===== config.mk =====
export PLATFORM = sky130hd
export DESIGN_NAME = npu_wb_mailbox_flat
export DESIGN_NICKNAME = d
export VERILOG_FILES = /design/src/rtl/npu_mbox_pkg.sv /design/src/rtl/npu_wb_mailbox_if.sv /design/src/rtl/npu_sync_fifo.sv /design/src/rtl/npu_wb_mailbox.sv /design/src/flat_wrapper.sv
export SDC_FILE = /design/constraint.sdc
export NUM_CORES = 1
export LEC_CHECK = 0
export BUFFER_PORTS_ARGS = -buffer_cell sky130_fd_sc_hd__buf_2
export CAP_MARGIN = 20
export CORE_MARGIN = 10
export CORE_UTILIZATION = 55
export DETAILED_ROUTE_END_ITERATION = 8
export GPL_TIMING_DRIVEN = 0
export PLACE_DENSITY_LB_ADDON = 0.08
export SYNTH_ARGS = -nofsm -noshare
export SYNTH_HDL_FRONTEND = slang
export SYNTH_SLANG_ARGS = --single-unit
export TNS_END_PERCENT = 50

===== constraint.sdc =====
create_clock -name wb_clk_i -period 7.55 [get_ports wb_clk_i]
set_input_delay 0.755 -clock wb_clk_i [delete_from_list [all_inputs] [get_ports wb_clk_i]]
set_output_delay 0.755 -clock wb_clk_i [all_outputs]
set_load 0.02 [all_outputs]

===== src/rtl/npu_mbox_pkg.sv =====
// Shared definitions for the NPU Wishbone mailbox: register offsets, STATUS/CTRL
// bit positions and the STATUS word packer.
package npu_mbox_pkg;

  typedef enum logic [1:0] {
    REG_CMD    = 2'd0,
    REG_STATUS = 2'd1,
    REG_RESULT = 2'd2,
    REG_CTRL   = 2'd3
  } reg_sel_e;

  localparam int unsigned ST_CMD_CNT_LSB = 0;
  localparam int unsigned ST_RES_CNT_LSB = 8;
  localparam int unsigned ST_CMD_FULL    = 16;
  localparam int unsigned ST_RES_EMPTY   = 17;
  localparam int unsigned ST_OVF         = 18;
  localparam int unsigned ST_UDF         = 19;
  localparam int unsigned ST_CORE_BUSY   = 20;

  localparam int unsigned CTRL_SOFT_CLR  = 0;
  localparam int unsigned CTRL_IRQ_EN    = 1;

  function automatic logic [31:0] pack_status(
    input logic [4:0] cmd_count,
    input logic [4:0] res_count,
    input logic       cmd_full,
    input logic       res_empty,
    input logic       ovf,
    input logic       udf,
    input logic       core_busy
  );
    logic [31:0] w;
    w = '0;
    w[ST_CMD_CNT_LSB +: 5] = cmd_count;
    w[ST_RES_CNT_LSB +: 5] = res_count;
    w[ST_CMD_FULL]         = cmd_full;
    w[ST_RES_EMPTY]        = res_empty;
    w[ST_OVF]              = ovf;
    w[ST_UDF]              = udf;
    w[ST_CORE_BUSY]        = core_busy;
    return w;
  endfunction

endpackage


===== src/rtl/npu_wb_mailbox_if.sv =====
// Wishbone slave bus bundle for npu_wb_mailbox; signal names follow the
// slave-side Caravel port names.
interface npu_wb_mailbox_if;
  logic        wbs_cyc_i;
  logic        wbs_stb_i;
  logic        wbs_we_i;
  logic [3:0]  wbs_sel_i;
  logic [31:0] wbs_adr_i;
  logic [31:0] wbs_dat_i;
  logic        wbs_ack_o;
  logic [31:0] wbs_dat_o;

  modport slave (
    input  wbs_cyc_i, wbs_stb_i, wbs_we_i, wbs_sel_i, wbs_adr_i, wbs_dat_i,
    output wbs_ack_o, wbs_dat_o
  );

  modport master (
    output wbs_cyc_i, wbs_stb_i, wbs_we_i, wbs_sel_i, wbs_adr_i, wbs_dat_i,
    input  wbs_ack_o, wbs_dat_o
  );
endinterface


===== src/rtl/npu_sync_fifo.sv =====
// Single-clock FIFO with synchronous active-low reset and synchronous clear.
// Count saturates at DEPTH; pointers wrap modulo DEPTH (DEPTH a power of two).
module npu_sync_fifo #(
  parameter int unsigned WIDTH = 32,
  parameter int unsigned DEPTH = 8,
  localparam int unsigned AW = (DEPTH > 1) ? $clog2(DEPTH) : 1,
  localparam int unsigned CW = $clog2(DEPTH) + 1
) (
  input  logic             clk_i,
  input  logic             rst_ni,
  input  logic             clr_i,
  input  logic             push_i,
  input  logic [WIDTH-1:0] data_i,
  input  logic             pop_i,
  output logic [WIDTH-1:0] data_o,
  output logic             full_o,
  output logic             empty_o,
  output logic [CW-1:0]    count_o
);

  logic [WIDTH-1:0] mem_q [DEPTH];
  logic [AW-1:0]    wr_ptr_q, wr_ptr_d;
  logic [AW-1:0]    rd_ptr_q, rd_ptr_d;
  logic [CW-1:0]    count_q, count_d;
  logic             do_push, do_pop;

  assign full_o  = (count_q == CW'(DEPTH));
  assign empty_o = (count_q == '0);
  assign count_o = count_q;
  assign data_o  = mem_q[rd_ptr_q];

  // Push is qualified on the pre-pop fullness, so a pop never frees room for
  // a push in the same cycle.
  assign do_push = push_i & ~full_o;
  assign do_pop  = pop_i & ~empty_o;

  always_comb begin
    wr_ptr_d = wr_ptr_q;
    rd_ptr_d = rd_ptr_q;
    count_d  = count_q;
    if (clr_i) begin
      wr_ptr_d = '0;
      rd_ptr_d = '0;
      count_d  = '0;
    end else begin
      if (do_push) wr_ptr_d = wr_ptr_q + AW'(1);
      if (do_pop)  rd_ptr_d = rd_ptr_q + AW'(1);
      case ({do_push, do_pop})
        2'b10:   count_d = count_q + CW'(1);
        2'b01:   count_d = count_q - CW'(1);
        default: count_d = count_q;
      endcase
    end
  end

  always_ff @(posedge clk_i) begin
    if (!rst_ni) begin
      wr_ptr_q <= '0;
      rd_ptr_q <= '0;
      count_q  <= '0;
    end else begin
      wr_ptr_q <= wr_ptr_d;
      rd_ptr_q <= rd_ptr_d;
      count_q  <= count_d;
    end
  end

  always_ff @(posedge clk_i) begin
    if (do_push && !clr_i) mem_q[wr_ptr_q] <= data_i;
  end

endmodule


===== src/rtl/npu_wb_mailbox.sv =====
// Wishbone slave mailbox for the NPU: CMD/STATUS/RESULT/CTRL registers over two
// FIFOs. Optional result interrupt enabled by defining NPU_MBOX_IRQ_EN.
module npu_wb_mailbox
  import npu_mbox_pkg::*;
#(
  parameter logic [31:0]  BASE_ADDR = 32'h3000_0000,
  parameter int unsigned  CMD_DEPTH = 8,
  parameter int unsigned  RES_DEPTH = 8
) (
  input  logic              wb_clk_i,
  input  logic              wb_rst_ni,
  npu_wb_mailbox_if.slave   wbs,
  output logic              cmd_valid_o,
  output logic [31:0]       cmd_data_o,
  input  logic              cmd_ready_i,
  input  logic              res_valid_i,
  input  logic [31:0]       res_data_i,
  output logic              res_ready_o,
  input  logic              core_busy_i,
  output logic              irq_o
);

  localparam int unsigned CCW = $clog2(CMD_DEPTH) + 1;
  localparam int unsigned RCW = $clog2(RES_DEPTH) + 1;

  logic        ack_q, ack_d;
  logic [31:0] rdata_q, rdata_d;
  logic        ovf_q, ovf_d;
  logic        udf_q, udf_d;
  logic        alive_q;
  logic        irq_en;

  logic        req, hit, wr_hit, rd_hit;
  reg_sel_e    reg_sel;
  logic        soft_clr;

  logic        cmd_push, cmd_pop, cmd_full, cmd_empty;
  logic [CCW-1:0] cmd_count;
  logic        res_push, res_pop, res_full, res_empty;
  logic [RCW-1:0] res_count;
  logic [31:0] res_head;
  logic [31:0] status_word, ctrl_word;

  logic        unused_bits;
  assign unused_bits = ^{wbs.wbs_sel_i[3], wbs.wbs_sel_i[1], wbs.wbs_adr_i[1:0]};

  assign req     = wbs.wbs_cyc_i & wbs.wbs_stb_i & ~ack_q;
  assign hit     = req & (wbs.wbs_adr_i[31:4] == BASE_ADDR[31:4]);
  assign wr_hit  = hit & wbs.wbs_we_i;
  assign rd_hit  = hit & ~wbs.wbs_we_i;
  assign reg_sel = reg_sel_e'(wbs.wbs_adr_i[3:2]);

  assign soft_clr = wr_hit & (reg_sel == REG_CTRL) & wbs.wbs_sel_i[0]
                  & wbs.wbs_dat_i[CTRL_SOFT_CLR];

  assign cmd_push    = wr_hit & (reg_sel == REG_CMD);
  assign cmd_pop     = cmd_valid_o & cmd_ready_i;
  assign cmd_valid_o = ~cmd_empty;

  // res_ready_o stays low until the first cycle out of reset.
  assign res_ready_o = alive_q & ~res_full;
  assign res_push    = res_valid_i & res_ready_o;
  assign res_pop     = rd_hit & (reg_sel == REG_RESULT);

  npu_sync_fifo #(.WIDTH(32), .DEPTH(CMD_DEPTH)) u_cmd_fifo (
    .clk_i   (wb_clk_i),
    .rst_ni  (wb_rst_ni),
    .clr_i   (soft_clr),
    .push_i  (cmd_push),
    .data_i  (wbs.wbs_dat_i),
    .pop_i   (cmd_pop),
    .data_o  (cmd_data_o),
    .full_o  (cmd_full),
    .empty_o (cmd_empty),
    .count_o (cmd_count)
  );

  npu_sync_fifo #(.WIDTH(32), .DEPTH(RES_DEPTH)) u_res_fifo (
    .clk_i   (wb_clk_i),
    .rst_ni  (wb_rst_ni),
    .clr_i   (soft_clr),
    .push_i  (res_push),
    .data_i  (res_data_i),
    .pop_i   (res_pop),
    .data_o  (res_head),
    .full_o  (res_full),
    .empty_o (res_empty),
    .count_o (res_count)
  );

  assign status_word = pack_status(5'(cmd_count), 5'(res_count), cmd_full,
                                   res_empty, ovf_q, udf_q, core_busy_i);

  always_comb begin
    ctrl_word              = '0;
    ctrl_word[CTRL_IRQ_EN] = irq_en;
  end

  always_comb begin
    ack_d   = hit;
    rdata_d = '0;
    if (rd_hit) begin
      case (reg_sel)
        REG_STATUS: rdata_d = status_word;
        REG_RESULT: rdata_d = res_empty ? '0 : res_head;
        REG_CTRL:   rdata_d = ctrl_word;
        default:    rdata_d = '0;
      endcase
    end
  end

  always_comb begin
    ovf_d = ovf_q;
    udf_d = udf_q;
    if (soft_clr) begin
      ovf_d = 1'b0;
      udf_d = 1'b0;
    end else begin
      if (cmd_push && cmd_full) ovf_d = 1'b1;
      if (res_pop && res_empty) udf_d = 1'b1;
      if (wr_hit && (reg_sel == REG_STATUS) && wbs.wbs_sel_i[2]) begin
        if (wbs.wbs_dat_i[ST_OVF]) ovf_d = 1'b0;
        if (wbs.wbs_dat_i[ST_UDF]) udf_d = 1'b0;
      end
    end
  end

  always_ff @(posedge wb_clk_i) begin
    if (!wb_rst_ni) begin
      ack_q   <= 1'b0;
      rdata_q <= '0;
      ovf_q   <= 1'b0;
      udf_q   <= 1'b0;
      alive_q <= 1'b0;
    end else begin
      ack_q   <= ack_d;
      rdata_q <= rdata_d;
      ovf_q   <= ovf_d;
      udf_q   <= udf_d;
      alive_q <= 1'b1;
    end
  end

  assign wbs.wbs_ack_o = ack_q;
  assign wbs.wbs_dat_o = rdata_q;

`ifdef NPU_MBOX_IRQ_EN
  logic irq_en_q, irq_en_d;
  logic irq_q, irq_d;

  always_comb begin
    irq_en_d = irq_en_q;
    if (wr_hit && (reg_sel == REG_CTRL) && wbs.wbs_sel_i[0])
      irq_en_d = wbs.wbs_dat_i[CTRL_IRQ_EN];
    irq_d = irq_en_q & ~res_empty;
  end

  always_ff @(posedge wb_clk_i) begin
    if (!wb_rst_ni) begin
      irq_en_q <= 1'b0;
      irq_q    <= 1'b0;
    end else begin
      irq_en_q <= irq_en_d;
      irq_q    <= irq_d;
    end
  end

  assign irq_en = irq_en_q;
  assign irq_o  = irq_q;
`else
  assign irq_en = 1'b0;
  assign irq_o  = 1'b0;
`endif

endmodule

===== src/flat_wrapper.sv =====
// flat-port wrapper written by rule: the top's interface ports become plain ports
module npu_wb_mailbox_flat import npu_mbox_pkg::*;
#(
  parameter logic [31:0]  BASE_ADDR = 32'h3000_0000,
  parameter int unsigned  CMD_DEPTH = 8,
  parameter int unsigned  RES_DEPTH = 8
)
  (wb_clk_i, wb_rst_ni, cmd_valid_o, cmd_data_o, cmd_ready_i, res_valid_i, res_data_i, res_ready_o, core_busy_i, irq_o, wbs_wbs_cyc_i, wbs_wbs_stb_i, wbs_wbs_we_i, wbs_wbs_sel_i, wbs_wbs_adr_i, wbs_wbs_dat_i, wbs_wbs_ack_o, wbs_wbs_dat_o);
  npu_wb_mailbox_if wbs_i ();
  input  logic wb_clk_i;
  input  logic wb_rst_ni;
  output logic cmd_valid_o;
  output logic [31:0] cmd_data_o;
  input  logic cmd_ready_i;
  input  logic res_valid_i;
  input  logic [31:0] res_data_i;
  output logic res_ready_o;
  input  logic core_busy_i;
  output logic irq_o;
  input wire logic [$bits(wbs_i.wbs_cyc_i)-1:0] wbs_wbs_cyc_i;
  input wire logic [$bits(wbs_i.wbs_stb_i)-1:0] wbs_wbs_stb_i;
  input wire logic [$bits(wbs_i.wbs_we_i)-1:0] wbs_wbs_we_i;
  input wire logic [$bits(wbs_i.wbs_sel_i)-1:0] wbs_wbs_sel_i;
  input wire logic [$bits(wbs_i.wbs_adr_i)-1:0] wbs_wbs_adr_i;
  input wire logic [$bits(wbs_i.wbs_dat_i)-1:0] wbs_wbs_dat_i;
  output wire logic [$bits(wbs_i.wbs_ack_o)-1:0] wbs_wbs_ack_o;
  output wire logic [$bits(wbs_i.wbs_dat_o)-1:0] wbs_wbs_dat_o;
  assign wbs_i.wbs_cyc_i = wbs_wbs_cyc_i;
  assign wbs_i.wbs_stb_i = wbs_wbs_stb_i;
  assign wbs_i.wbs_we_i = wbs_wbs_we_i;
  assign wbs_i.wbs_sel_i = wbs_wbs_sel_i;
  assign wbs_i.wbs_adr_i = wbs_wbs_adr_i;
  assign wbs_i.wbs_dat_i = wbs_wbs_dat_i;
  assign wbs_wbs_ack_o = wbs_i.wbs_ack_o;
  assign wbs_wbs_dat_o = wbs_i.wbs_dat_o;
  npu_wb_mailbox #(.BASE_ADDR(BASE_ADDR), .CMD_DEPTH(CMD_DEPTH), .RES_DEPTH(RES_DEPTH)) u_core (.wb_clk_i(wb_clk_i), .wb_rst_ni(wb_rst_ni), .wbs(wbs_i), .cmd_valid_o(cmd_valid_o), .cmd_data_o(cmd_data_o), .cmd_ready_i(cmd_ready_i), .res_valid_i(res_valid_i), .res_data_i(res_data_i), .res_ready_o(res_ready_o), .core_busy_i(core_busy_i), .irq_o(irq_o));
endmodule

* Word-level counts from Yosys, hierarchy flattened
Memories as Yosys holds them, arrays and structs flattened. A register that Yosys moved wholly into a read port is not among the register bits.
Index checks and enable logic that the tools add are counted.
** Cells by class
- Add/subtract/negate cells :: 8
- Equality and inequality tests :: 10
- Mux-type cells :: 19
- Bitwise operators :: 24
- Reduce and logical (&&, ||, !) cells :: 14
** Operators with widths (count)
- $pmux 32 s2 :: 1
- $mux 32 :: 1
- $eq 28x26->1 const B :: 1
- $and 1x1->1 :: 17
- $pmux 4 s2 :: 2
- $add 3x1->3 const B :: 4
- $mux 3 :: 4
- $mux 1 :: 11
- $add 4x1->4 const B :: 2
- $eq 2x2->1 const B :: 4
- $eq 4x4->1 const B :: 2
- $logic_not 4->1 :: 2
- $sub 4x1->4 const B :: 2
- $not 1->1 :: 7
- $eq 2x1->1 const B :: 3
- $logic_and 1x1->1 :: 6
- $reduce_bool 2->1 :: 2
- $logic_not 2->1 :: 1
- $reduce_and 2->1 :: 1
- $reduce_or 2->1 :: 1
- $logic_not 1->1 :: 1
** Word-level totals
- Register bits after elaboration :: 56
- Memory bits (writable) :: 512
- Output and inout port bits :: 68
- Word-level logic and storage cells :: 88
- Memories kept :: 2
** Memory list
- u_core.u_cmd_fifo.mem_q :: words 8, bits a word 32, rd ports 1, clocked after Yosys merged registers in 1, write ports 1, line npu_sync_fifo.sv:21 : logic [WIDTH-1:0] mem_q [DEPTH];
- u_core.u_res_fifo.mem_q :: words 8, bits a word 32, rd ports 1, clocked after Yosys merged registers in 1, write ports 1, line npu_sync_fifo.sv:21

* Depth between registers and ports, before layout
Gate-level depths: netlist of the first run.
- Depth after elaboration :: 11
- Gate-level depth with buffers :: 13
- Mapped depth without buffers :: 12

* By module
A second synthesis of the first run with hierarchy kept.
** Unflattened totals
- Cells, all modules :: 1030
- Area total of the unflattened synthesis :: 22352.7 um^2
** By module, submodules not included
- npu_sync_fifo at u_core.u_res_fifo :: instances 1, cells an instance 449, area each 10452.5 um^2, sequential area each 7947.6 um^2
- npu_sync_fifo at u_core.u_cmd_fifo :: instances 1, cells an instance 449, area each 10450.0 um^2, sequential area each 7947.6 um^2
- npu_wb_mailbox :: instances 1, cells an instance 132, area each 1450.1 um^2, sequential area each 720.7 um^2

* Worst setup path after synthesis of the first run
OpenSTA, ideal clock, no wires.
- Path kind :: input to register
- Start :: input wbs_wbs_adr_i[24]
- End :: memory u_core.u_cmd_fifo.mem_q[0][0] (enable)
- Setup time :: 0.513 ns
- Arrival :: 5.453 ns
- Data required time :: 7.037 ns
- Slack :: 1.584 ns
- Cell stages on the path :: 5
- Buffers on the path :: 0
- Path through :: nor4_2 -> nand4_1 -> nor4_1 -> inv_2 -> nor4b_1
** Between the ends
- Cells in the longest elaborated chain, start to end :: 10
** RTL lines
- from (decl) :: line flat_wrapper.sv:24 : input wire logic [$bits(wbs_i.wbs_adr_i)-1:0] wbs_wbs_adr_i;
- $eq 28x26->1 * :: line npu_wb_mailbox.sv:48 : assign hit = req & (wbs.wbs_adr_i[31:4] == BASE_ADDR[31:4]);
- $and 1x1->1 * :: line npu_wb_mailbox.sv:48
- $and 1x1->1 * :: line npu_wb_mailbox.sv:49 : assign wr_hit = hit & wbs.wbs_we_i;
- $and 1x1->1 (2 in series) :: line npu_wb_mailbox.sv:53 : assign soft_clr = wr_hit & (reg_sel == REG_CTRL) & wbs.wbs_sel_i[0]
- $and 1x1->1 :: line npu_wb_mailbox.sv:54 : & wbs.wbs_dat_i[CTRL_SOFT_CLR];
- $logic_not 1->1 :: line npu_sync_fifo.sv:69 : if (do_push && !clr_i) mem_q[wr_ptr_q] <= data_i;
- $logic_and 1x1->1 * :: line npu_sync_fifo.sv:69
- $mux 1 * :: line npu_sync_fifo.sv:69
- $mux 1 (not written as such) * :: line npu_sync_fifo.sv:69
- to (decl) :: line npu_sync_fifo.sv:21
Mark *: on every way between the ends. The rest lies on a longest branch, timed or not.

* Worst setup path after layout of the first run
- Start :: input wbs_wbs_adr_i[24]
- End :: memory u_core.u_cmd_fifo.mem_q[4][14] (enable)
The elaborated chain is that of the path after synthesis.

==> run_results.csv, run 1 <==
group,metric,value,unit
worst_setup_path,cp_cell_sequence,"buf_2 > nor4_2 > nand4_1 > nor4_1 > nand2_1 > nor4_2 > buf_4 > buf_4 > buf_4",
sta,fin_skew,0.02103,ns
floorplan,die_x,219.1,um
sta,max_freq,0.2571,GHz
final_layout,final_cells,1861,
pwr,power_frac_seq,0.542,
cts,cts_setup_buffers,0,
detailed_routing,drt_first_pass_iters,5,
global_routing,grt_start_max_net_pins,25,
status,outcome,"finished, final reports clean",
worst_setup_path,crit_buf_inv,4,
pwr,p_leak,8.384,nW
final_layout,utilization,0.6620,
global_routing,antenna_found_initial,8,
sta,rsz0062_at_grt,"no",
worst_setup_path,path_common_cell,"buf_4",
synth,synthTopCellsByArea,"edfxtp_1 (71%), mux4_2 (13%), dfxtp_1 (5.7%), mux2_2 (1.7%), mux2i_1 (1.6%)",
placed_design,io_buffers,170,
cts,cts_buffers,55,
global_routing,grt_usage,0.1880,
global_routing,grt_pass1_vias,11240,
placed_design,dp_cells,1756,
cts,cts.sinks,574,
floorplan,chipHeight,219.1,um
floorplan,dieArea,47990,sq um
sta,period_share,0.5153,
detailed_routing,wire_per_inst,23.90,um
synth,synth_top_family_by_area,"multiplexers",
cts,root_buffer,"clkbuf_16",
floorplan,core_area,38920,sq um
pwr,p_clk_frac,0.440,
sta,drv_slew,0,
final_layout,area_growth,18.20,%
synth,synth-compound-area-share,0.008726,
synth,yosys.area_share.simple,0.03726,
cts,cts_max_path_buffers,3,
synth,synth_seq_cells,574,
synth,synthCells,1029,
placed_design,gp_congestion,0.7760,
cts,h-tree-depth,2,
floorplan,start_util,0.5600,
detailed_routing,num_vias,10640,
placed_design,place_ws,3.016,ns
worst_setup_path,cp.required,7.84,ns
synth,syn_area_per_cell,21.18,sq um
detailed_routing,drc_errors,0,
global_routing,grt_pass1_wl,68300,um
cts,cts-hold-fix-buffers,0,
synth,ys_warn_count,0,
sta,hold_viol,0,
worst_setup_path,cp-end-kind,"flip-flop",
pwr,intPower,5.206,mW
worst_setup_path,cp.arrival,4.18,ns
detailed_routing,drt_iter0_drc,858,
worst_setup_path,critPathLaunchType,"input port",
hold_path,hp-class,"in2reg",
pwr,cellPowerDensity,249.0,nW/um^2
sta,finalSetupViolations,0,
detailed_routing,wl,44480,um
worst_setup_path,slowest_stage,"nor4_1",
pwr,p_sw,1.209,mW
sta,period_needed,3.890,ns
synth,synth.area.mux_share,0.1644,
synth,ys_types,46,
synth,synthXorXnorAreaFrac,0.005224,
global_routing,grt_overflow_total,0,
worst_setup_path,path_class,"in2reg",
detailed_routing,antenna_left,0,
final_layout,fin_nets,1419,
synth,synth_nets,1153,
cts,clkTransAtPathRegs,0.06,ns
sta,postLayoutSetupSlackWorst,3.660,ns
pwr,switching_share,0.1884,
synth,synth_top_cell_by_area,"edfxtp_1",
final_layout,filler_cell_count,2659,
cts,insertion_delay,0.59,ns
floorplan,ios,176,
synth,synth_area,21790,sq um
pwr,comb_power_share,0.018,
final_layout,layout-drive-gt1-share,0.3739,
synth,synth_fa_ha_area_frac,0.009874,
cts,cts_tree,"done",
worst_setup_path,critical_path.top_delay_family,"simple AND/OR/NAND/NOR gates",
worst_setup_path,cpPeakStageDelay,0.83,ns
run,cap_violations,0,
floorplan,rows,72,
pwr,ir_drop,222.7,uV
final_layout,final_cell_area,25760,sq um
detailed_routing,vias_per_cell,5.720,
sta,slew_headroom,0.3264,
cts,post_cts_resized,0,
synth,ys_seq_area_frac,0.7624,
placed_design,dp.final_hpwl,28970,um
worst_setup_path,cp_max_fo,7,
sta,tightest_slew,1.010,ns
synth,synth_top_area_frac,0.7054,
placed_design,placed_cell_area,23870,sq um
-- state kept, by name, indices dropped and copies added (netlist names), named ones only --
register	flops
u_core.u_res_fifo.mem_q	256
u_core.u_res_fifo.count_o	4
u_core.wbs.wbs_ack_o	1
u_core.u_cmd_fifo.rd_ptr_q	3
u_core.u_res_fifo.wr_ptr_q	3
u_core.u_cmd_fifo.count_o	4
u_core.wbs.wbs_dat_o	32
u_core.ovf_q	1
u_core.udf_q	1
u_core.u_cmd_fifo.mem_q	256
u_core.u_cmd_fifo.wr_ptr_q	3
u_core.alive_q	1
u_core.u_res_fifo.rd_ptr_q	3
-- power groups by stage --
stage	registers, mW	clock network (mW)	logic [mW]
after floorplan	3.54	0	0.0368
final	3.48	2.82	0.116
after CTS	3.48	2.87	0.117
after detailed placement	3.54	0	0.117
after global routing	3.48	3.00	0.128
after global placement	3.55	0	0.106
-- through the flow --
stage	setup TNS, ns	power, mW	hold slack [ns]
2_1_floorplan	0	3.582	0.4541
3_3_place_gp	-188.81	3.651	0.4786
3_5_place_dp	0	3.661	0.4944
4_1_cts	0	6.466	0.2824
5_1_grt	0	6.604	0.2925
6_report	0	6.415	0.3205
-- cell usage after synthesis (all sizes together) --
| cell type | instances |
|---|---|
| buf | 21 |
| nor2 | 76 |
| nor4b | 2 |
| mux2i | 34 |
| or3 | 2 |
| xor2 | 7 |
| a21oi | 24 |
| nand3b | 1 |
| and4 | 3 |
| or4 | 2 |
| nand4 | 3 |
| inv | 12 |
| nor3 | 8 |
| nand2 | 13 |
| a31oi | 1 |
| and3 | 2 |
| mux4 | 128 |
| a211oi | 2 |
| and2 | 1 |
| xnor2 | 6 |
| a41oi | 1 |
| clkbuf | 26 |
| nand2b | 3 |
| dfxtp | 62 |
| o21ai | 2 |
| ha | 14 |
| edfxtp | 512 |
| fa | 2 |
| and4bb | 2 |
| a21o | 3 |
| a21boi | 1 |
| or4b | 1 |
| conb | 1 |
| mux2 | 32 |
| nor4 | 12 |
| or2 | 1 |
| nand3 | 6 |
-- layout make-up --
| type | count | area, sq um | share of cell area |
|---|---|---|---|
| flip-flops and latches | 574 | 16620 | 0.6450 |
| clock inverters | 26 | 307.8 | 0.01195 |
| well taps | 518 | 648.1 | 0.02516 |
| clock buffers | 76 | 1578 | 0.06124 |
| repair buffers | 209 | 1323 | 0.05134 |
| inverters | 12 | 45.04 | 0.001748 |
| diodes | 3 | 7.507 | 0.0002914 |
| multi-input cells | 396 | 5022 | 0.1949 |
| plain buffers | 47 | 215.2 | 0.008354 |
-- cell usage in the layout (no fill, tap or decap), drive strengths merged, types with 6 or more instances in the layout --
cell	instances
inv	12
buf	230
nor3	8
nand2	13
edfxtp	512
nand3	6
xor2	7
bufinv	7
mux2i	34
a21oi	24
mux2	32
dfxtp	62
clkbuf	102
clkinv	16
xnor2	6
mux4	128
nor2	76
ha	14
nor4	12
-- metal layers --
layer  track usage  routed length [um]  vias up
li1              -                   -     4740
met1        0.2450               18350     5537
met2        0.3141               22460      278
met3       0.04333                2653       79
met4       0.05079                 958       10
met5             0                  60        -
-- worst register-to-register path, stage by stage (launching register included) --
cell and delay [ns]:
dfxtp_1 0.32, and4bb_2 0.29, nand4_1 0.30, nor4_1 0.83, nand2_1 0.38, nor4_2 0.79
buf_4 0.31, buf_4 0.18, buf_4 0.18
-- worst paths after layout --
path,from,end,slack [ns],cells past startpoint
max,wbs_wbs_adr_i[24],u_core.u_cmd_fifo.mem_q[4][14],3.66,9
min,wb_rst_ni,u_core.alive_q,0.32,1
max reg2reg,u_core.wbs.wbs_ack_o,u_core.u_cmd_fifo.mem_q[4][14],3.68,8
min reg2reg,u_core.u_cmd_fifo.rd_ptr_q[1],u_core.u_cmd_fifo.rd_ptr_q[1],0.49,2
-- kinds of logic after synthesis --
family	after synthesis
xor gates and xnor gates	13
and+or+nand+nor	138
AOI/OAI and AO/OA	34
buffers and inverters	59
DFF	574
adders and majority gates	16
muxes	194
other	1
No activity file was read; power rests on OpenSTA's default activity.
==> run 2: changes to the inputs <==
--- a/config.mk
+++ b/config.mk
@@ -5,10 +5,11 @@
 export SDC_FILE = /design/constraint.sdc
 export NUM_CORES = 1
 export LEC_CHECK = 0
+export ABC_AREA = 1
 export BUFFER_PORTS_ARGS = -buffer_cell sky130_fd_sc_hd__buf_2
 export CAP_MARGIN = 20
 export CORE_MARGIN = 10
-export CORE_UTILIZATION = 55
+export CORE_UTILIZATION = 54
 export DETAILED_ROUTE_END_ITERATION = 8
 export GPL_TIMING_DRIVEN = 0
 export PLACE_DENSITY_LB_ADDON = 0.08
==> constraint.sdc (replaced) <==
create_clock -name wb_clk_i -period 3.3 [get_ports wb_clk_i]
set_input_delay 0.33 -clock wb_clk_i [delete_from_list [all_inputs] [get_ports wb_clk_i]]
set_output_delay 0.33 -clock wb_clk_i [all_outputs]
set_load 0.02 [all_outputs]
==> run_results.csv, run 2 <==
group,metric,value,unit
final_layout,fin_nets,2244,
worst_setup_path,cp_max_fo,10,
global_routing,grt_pass1_vias,15410,
cts,cts.sinks,574,
worst_setup_path,cp.arrival,2.66,ns
synth,async_reset_ff_frac,0,
sta,drv_slew,0,
cts,insertion_delay,0.61,ns
hold_path,hp-class,"in2reg",
sta,fin_skew,0.01548,ns
cts,root_buffer,"clkbuf_16",
floorplan,core_area,41110,sq um
sta,slew_headroom,0.4019,
final_layout,mostFrequentLayoutCell,"edfxtp_1",
sta,finalSetupViolations,0,
placed_design,io_buffers,170,
placed_design,placed_cell_area,24560,sq um
pwr,ir_drop,544.9,uV
hold_path,min_from,"wbs_wbs_dat_i[29]",
worst_setup_path,reg2regPathDepth,9,
sta,max_freq,0.3350,GHz
worst_setup_path,cp-end-kind,"primary output",
status,outcome,"finished, final reports clean",
final_layout,final_cells,2701,
synth,synthXorXnorAreaFrac,0.0003872,
final_layout,layout_common_cells,"edfxtp_1 (512), nor2_1 (475), o21ai_0 (236)",
final_layout,final_cell_area,26850,sq um
placed_design,dp_cells,2537,
detailed_routing,wire_per_inst,21.78,um
placed_design,gp_congestion,0.8343,
floorplan,dieArea,50470,sq um
synth,synth_common_cells,"edfxtp_1 (512), nor2_1 (487), o21ai_0 (236)",
sta,period_share,0.9046,
floorplan,start_util,0.5502,
synth,synth_fa_ha_area_frac,0.009514,
final_layout,utilization,0.6531,
final_layout,area_growth,18.69,%
hold_path,min_path_cells,1,
pwr,p_leak,9.406,nW
global_routing,grt_start_max_net_pins,33,
final_layout,layout-drive-gt1-share,0.1611,
synth,yosys.area_share.simple,0.1090,
run,cap_violations,0,
synth,ys_seq_area_frac,0.7346,
worst_setup_path,path_class,"reg2out",
global_routing,grt_overflow_total,0,
pwr,total_power,15.96,mW
cts,cts_tree,"done",
worst_setup_path,reg2reg_from,"u_core.u_res_fifo.count_o[2]",
cts,clkTransAtPathRegs,0.06,ns
hold_path,holdPathEnd,"u_core.u_cmd_fifo.mem_q[0][29]",
sta,period_needed,2.985,ns
global_routing,grt_usage,0.2320,
sta,hold_viol,0,
detailed_routing,drt_first_pass_iters,5,
synth,synth_area,22620,sq um
global_routing,grt_pass1_wl,89830,um
floorplan,ios,176,
detailed_routing,drt_iter0_drc,1580,
floorplan,rows,74,
sta,tightest_slew,0.8958,ns
detailed_routing,wl,58830,um
synth,synth.area.mux_share,0.003983,
synth,ys_warn_count,0,
synth,synth_nets,1944,
synth,synth_top_cell_by_area,"edfxtp_1",
sta,rsz0062_at_grt,"no",
cts,post_cts_resized,0,
synth,synth_top_flop_cell,"edfxtp_1",
worst_setup_path,rrSetupSlack,0.59,ns
worst_setup_path,cp.required,2.97,ns
cts,h-tree-depth,2,
worst_setup_path,critPathLaunchType,"flip-flop",
synth,synthCells,1820,
synth,synth_edf_count,512,
detailed_routing,vias_per_cell,5.697,
placed_design,dp.final_hpwl,37920,um
sta,whs,0.01124,ns
synth,synth_top_area_frac,0.6797,
synth,synth-compound-area-share,0.1063,
synth,syn_area_per_cell,12.43,sq um
pwr,cellPowerDensity,594.6,nW/um^2
worst_setup_path,r2r-end,"u_core.u_res_fifo.mem_q[7][4]",
synth,ys_types,44,
floorplan,chipHeight,224.7,um
cts,cts_max_path_buffers,3,
global_routing,antenna_found_initial,4,
synth,synth_seq_cells,574,
detailed_routing,drc_errors,0,
floorplan,die_x,224.7,um
detailed_routing,antenna_left,0,
synth,synthTopCellsByArea,"edfxtp_1 (68%), nor2_1 (8.1%), dfxtp_1 (5.5%), o21ai_0 (5.2%), o211ai_1 (1.5%)",
synth,synth_top_family_by_area,"simple AND/OR/NAND/NOR gates",
synth,yosysMostFrequentCell,"edfxtp_1",
detailed_routing,num_vias,15390,
cts,cts_buffers,58,
## run 2: cell types whose count changed after synthesis, moves of 25 or more
cell      delta
mux2_2      -32
nand2_1     +71
o211ai_1    +45
o21ai_0    +234
a31oi_1     +31
inv_1       +53
nor2_1     +421
mux4_2     -128
o22ai_1     +32
mux2i_1     -25
## run 2: logic make-up after synthesis
| family | Yosys count |
|---|---|
| xor gates and xnor gates | 1 |
| adders and majority gates | 16 |
| AOI/OAI and AO/OA | 418 |
| and+or+nand+nor | 626 |
| other | 1 |
| muxes | 9 |
| buffers and inverters | 175 |
| DFF | 574 |
## run 2: timing repair
| action | 4_1_cts | 5_1_grt |
|---|---|---|
| hold buffers | 55 | 0 |
| endpoints found under the hold margin | 416 | 0 |
| buffers inserted | 0 | 0 |
## run 2: metrics by stage
step	worst slack, ns	setup TNS [ns]
final	0.3147	0
after global routing	0.1674	0
after CTS	0.3288	0
after detailed placement	0.4580	0
after global placement	-1.375	-440.56
after floorplan	0.2470	0
## run 2: how the worst max path moves through the flow
stage                                             from                              to  cells past startpoint  slack, ns
after CTS                                    flip-flop                  cmd_data_o[18]                      8       0.33
after floorplan           u_core.u_res_fifo.count_o[2]   u_core.u_res_fifo.mem_q[5][0]                      8       0.25
after global placement                wbs_wbs_adr_i[2]  u_core.u_res_fifo.mem_q[7][22]                      8      -1.37
final                                        flip-flop                  cmd_data_o[18]                      8       0.31
after detailed placement             wbs_wbs_adr_i[17]   u_core.u_cmd_fifo.mem_q[2][7]                     11       0.46
after global routing                         flip-flop                  cmd_data_o[18]                      8       0.17
## run 2: layout make-up
type / instances / area (sq um)
antenna: 3 / 7.507
multi-input combinational: 1071 / 5279
tap: 532 / 665.6
timing repair buffer: 240 / 1739
clock inverter: 31 / 148.9
sequential: 574 / 16620
clock buffer: 75 / 1577
buffer: 102 / 538.0
inverter: 73 / 276.5
fill: 3140 / 14260
## run 2: report_power, final
part / switching, mW / total, mW / internal [mW]
Combinational: 1.34 / 1.96 / 0.614
Clock: 2.66 / 6.00 / 3.34
Sequential: 0.0395 / 8.00 / 7.96
## run 2: worst max-delay path: stages (launching register included)
cell and delay, ns:
dfxtp_1 0.36, inv_2 0.07, buf_4 0.16, clkbuf_1 0.43, o21ai_0 0.16, o22ai_1 0.14, nor2_1 0.06, a31oi_1 0.41
buf_2 0.26
## run 2: routing by layer
| metal | vias up | global-route usage | wire, um |
|---|---|---|---|
| met5 | - | 0 | 21 |
| met4 | 4 | 0.09191 | 1945 |
| met3 | 135 | 0.03826 | 4058 |
| met2 | 596 | 0.4045 | 29930 |
| met1 | 7496 | 0.2840 | 22880 |
| li1 | 7156 | - | - |
==> run 3: changes to the inputs <==
--- a/config.mk
+++ b/config.mk
@@ -8,8 +8,10 @@
 export ABC_AREA = 1
 export BUFFER_PORTS_ARGS = -buffer_cell sky130_fd_sc_hd__buf_2
 export CAP_MARGIN = 20
+export CELL_PAD_IN_SITES_DETAIL_PLACEMENT = 1
+export CELL_PAD_IN_SITES_GLOBAL_PLACEMENT = 1
 export CORE_MARGIN = 10
-export CORE_UTILIZATION = 54
+export CORE_UTILIZATION = 44
 export DETAILED_ROUTE_END_ITERATION = 8
 export GPL_TIMING_DRIVEN = 0
 export PLACE_DENSITY_LB_ADDON = 0.08
==> run_results.csv, run 3 (synthesis gave the netlist of run 2 again) <==
group,metric,value,unit
worst_setup_path,critPathLaunchType,"flip-flop",
worst_setup_path,slowest_stage,"clkbuf_1",
detailed_routing,wire_per_inst,23.63,um
worst_setup_path,reg2regPathDepth,12,
floorplan,start_util,0.4427,
final_layout,area_growth,20.59,%
cts,cts.sinks,574,
global_routing,grt_pass1_vias,16600,
worst_setup_path,cp.arrival,2.75,ns
sta,tns,0,ns
worst_setup_path,cp.depth,8,
hold_path,hp-class,"in2reg",
worst_setup_path,path_class,"reg2out",
sta,fin_skew,0.02284,ns
worst_setup_path,cp_cell_sequence,"inv_2 > buf_4 > clkbuf_1 > o21ai_0 > o22ai_1 > nor2_1 > a31oi_1 > buf_2",
cts,root_buffer,"clkbuf_16",
placed_design,dp.final_hpwl,44730,um
sta,rsz0062_at_grt,"no",
cts,cts_tree,"done",
placed_design,gp_congestion,0.7831,
cts,h-tree-depth,2,
final_layout,layout_common_cells,"edfxtp_1 (512), nor2_1 (475), o21ai_0 (236)",
pwr,total_power,16.62,mW
global_routing,grt_pass1_wl,101500,um
global_routing,grt_overflow_total,0,
placed_design,dp_cells,2686,
floorplan,ios,176,
pwr,cellPowerDensity,609.2,nW/um^2
detailed_routing,antenna_left,0,
worst_setup_path,crit_end,"cmd_data_o[18]",
sta,slew_headroom,0.3979,
floorplan,chipHeight,246.7,um
sta,tightest_slew,0.9031,ns
placed_design,place_ws,0.2970,ns
final_layout,utilization,0.5338,
worst_setup_path,cp-end-kind,"primary output",
hold_path,min_from,"wbs_wbs_dat_i[17]",
sta,finalSetupViolations,0,
detailed_routing,wl,67520,um
sta,max_freq,0.3249,GHz
floorplan,dieArea,60880,sq um
cts,cts_buffers,59,
floorplan,core_area,51090,sq um
final_layout,final_cells,2858,
worst_setup_path,reg2reg_from,"u_core.wbs.wbs_ack_o",
worst_setup_path,crit_buf_inv,4,
final_layout,fin_nets,2249,
sta,period_share,0.9327,
cts,cts_setup_buffers,0,
sta,hold_viol,0,
cts,clkTransAtPathRegs,0.06,ns
cts,insertion_delay,0.62,ns
detailed_routing,vias_per_cell,5.401,
sta,drv_slew,0,
sta,postLayoutSetupSlackWorst,0.2220,ns
pwr,ir_drop,543.8,uV
sta,period_needed,3.078,ns
worst_setup_path,cpPeakStageDelay,0.47,ns
global_routing,grt_start_max_net_pins,25,
worst_setup_path,critical_path.top_delay_family,"buffers and inverters",
cts,cts_max_path_buffers,3,
status,outcome,"finished, final reports clean",
final_layout,mostFrequentLayoutCell,"edfxtp_1",
worst_setup_path,cp_max_fo,10,
detailed_routing,drt_first_pass_iters,5,
cts,post_cts_resized,0,
global_routing,antenna_found_initial,4,
detailed_routing,drt_iter0_drc,1143,
worst_setup_path,cp.required,2.97,ns
floorplan,die_x,246.7,um
pwr,p_leak,9.527,nW
global_routing,grt_usage,0.2201,
run,cap_violations,0,
placed_design,io_buffers,170,
worst_setup_path,r2r-end,"u_core.u_cmd_fifo.mem_q[0][18]",
detailed_routing,num_vias,15440,
floorplan,rows,83,
detailed_routing,drc_errors,0,
worst_setup_path,rrSetupSlack,0.48,ns
final_layout,layout-drive-gt1-share,0.1664,
-- run 3: changes by cell type in the layout (fill, tap and decap cells not counted), sizes merged --
cell | before | now
clkbuf | 122 | 126
inv | 71 | 72
buf | 240 | 241
clkinv | 31 | 27
dlygate4sd3 | 55 | 58
bufinv | 0 | 4
-- run 3: layer usage --
| layer | track usage | share of wire |
|---|---|---|
| met4 | 0.06188 | 0.021 |
| met2 | 0.4041 | 0.53 |
| met3 | 0.03086 | 0.041 |
| met5 | 0 | 0.00019 |
| met1 | 0.2643 | 0.41 |
-- run 3: worst min-delay path by stage --
| stage | endpoint | cells after the start | slack (ns) |
|---|---|---|---|
| floorplan | u_core.alive_q | 0 | 0.36 |
| global placement | u_core.udf_q | 2 | 0.45 |
| detailed placement | u_core.ovf_q | 2 | 0.45 |
| CTS | u_core.u_cmd_fifo.mem_q[0][28] | 1 | 0.00009 |
| global route | u_core.u_cmd_fifo.mem_q[0][28] | 1 | 0.02 |
| finish | u_core.u_cmd_fifo.mem_q[6][17] | 1 | 0.03 |
-- run 3: where the power goes --
group          internal, mW  switching, mW  leakage, nW
Sequential             7.96         0.0434         5.11
Combinational         0.616           1.42         3.47
Clock                  3.79           2.78        0.946
Total                  12.4           4.25         9.53
-- run 3: area by class of cell --
type,count,area [sq um]
antenna,3,7.507
buffer,102,538.0
clock buffer,79,1637
clock inverter,32,275.3
fill,5230,23820
inverter,73,276.5
multi-input combinational,1071,5279
sequential,574,16620
tap,680,850.8
timing repair buffer,244,1797
-- run 3: worst reg2reg max path, delay by kind of cell (launching register included) --
kind	cells	cell delay, ns
simple gates	8	1.64
buf+inv	4	0.53
flops	1	0.33
-- run 3: what timing repair did --
action / in CTS / in global routing
endpoints found under the setup margin: 0 / 0
hold endpoints to repair: 438 / 0
hold buffers: 58 / 0
-- run 3: per-stage QoR --
step / cell area, sq um / hold slack (ns)
after global routing: 27270 / 0.02217
after floorplan: 22620 / 0.3577
after global placement: 24320 / 0.4491
after detailed placement: 24780 / 0.4532
final: 27280 / 0.02544
after CTS: 27270 / 0.00008776
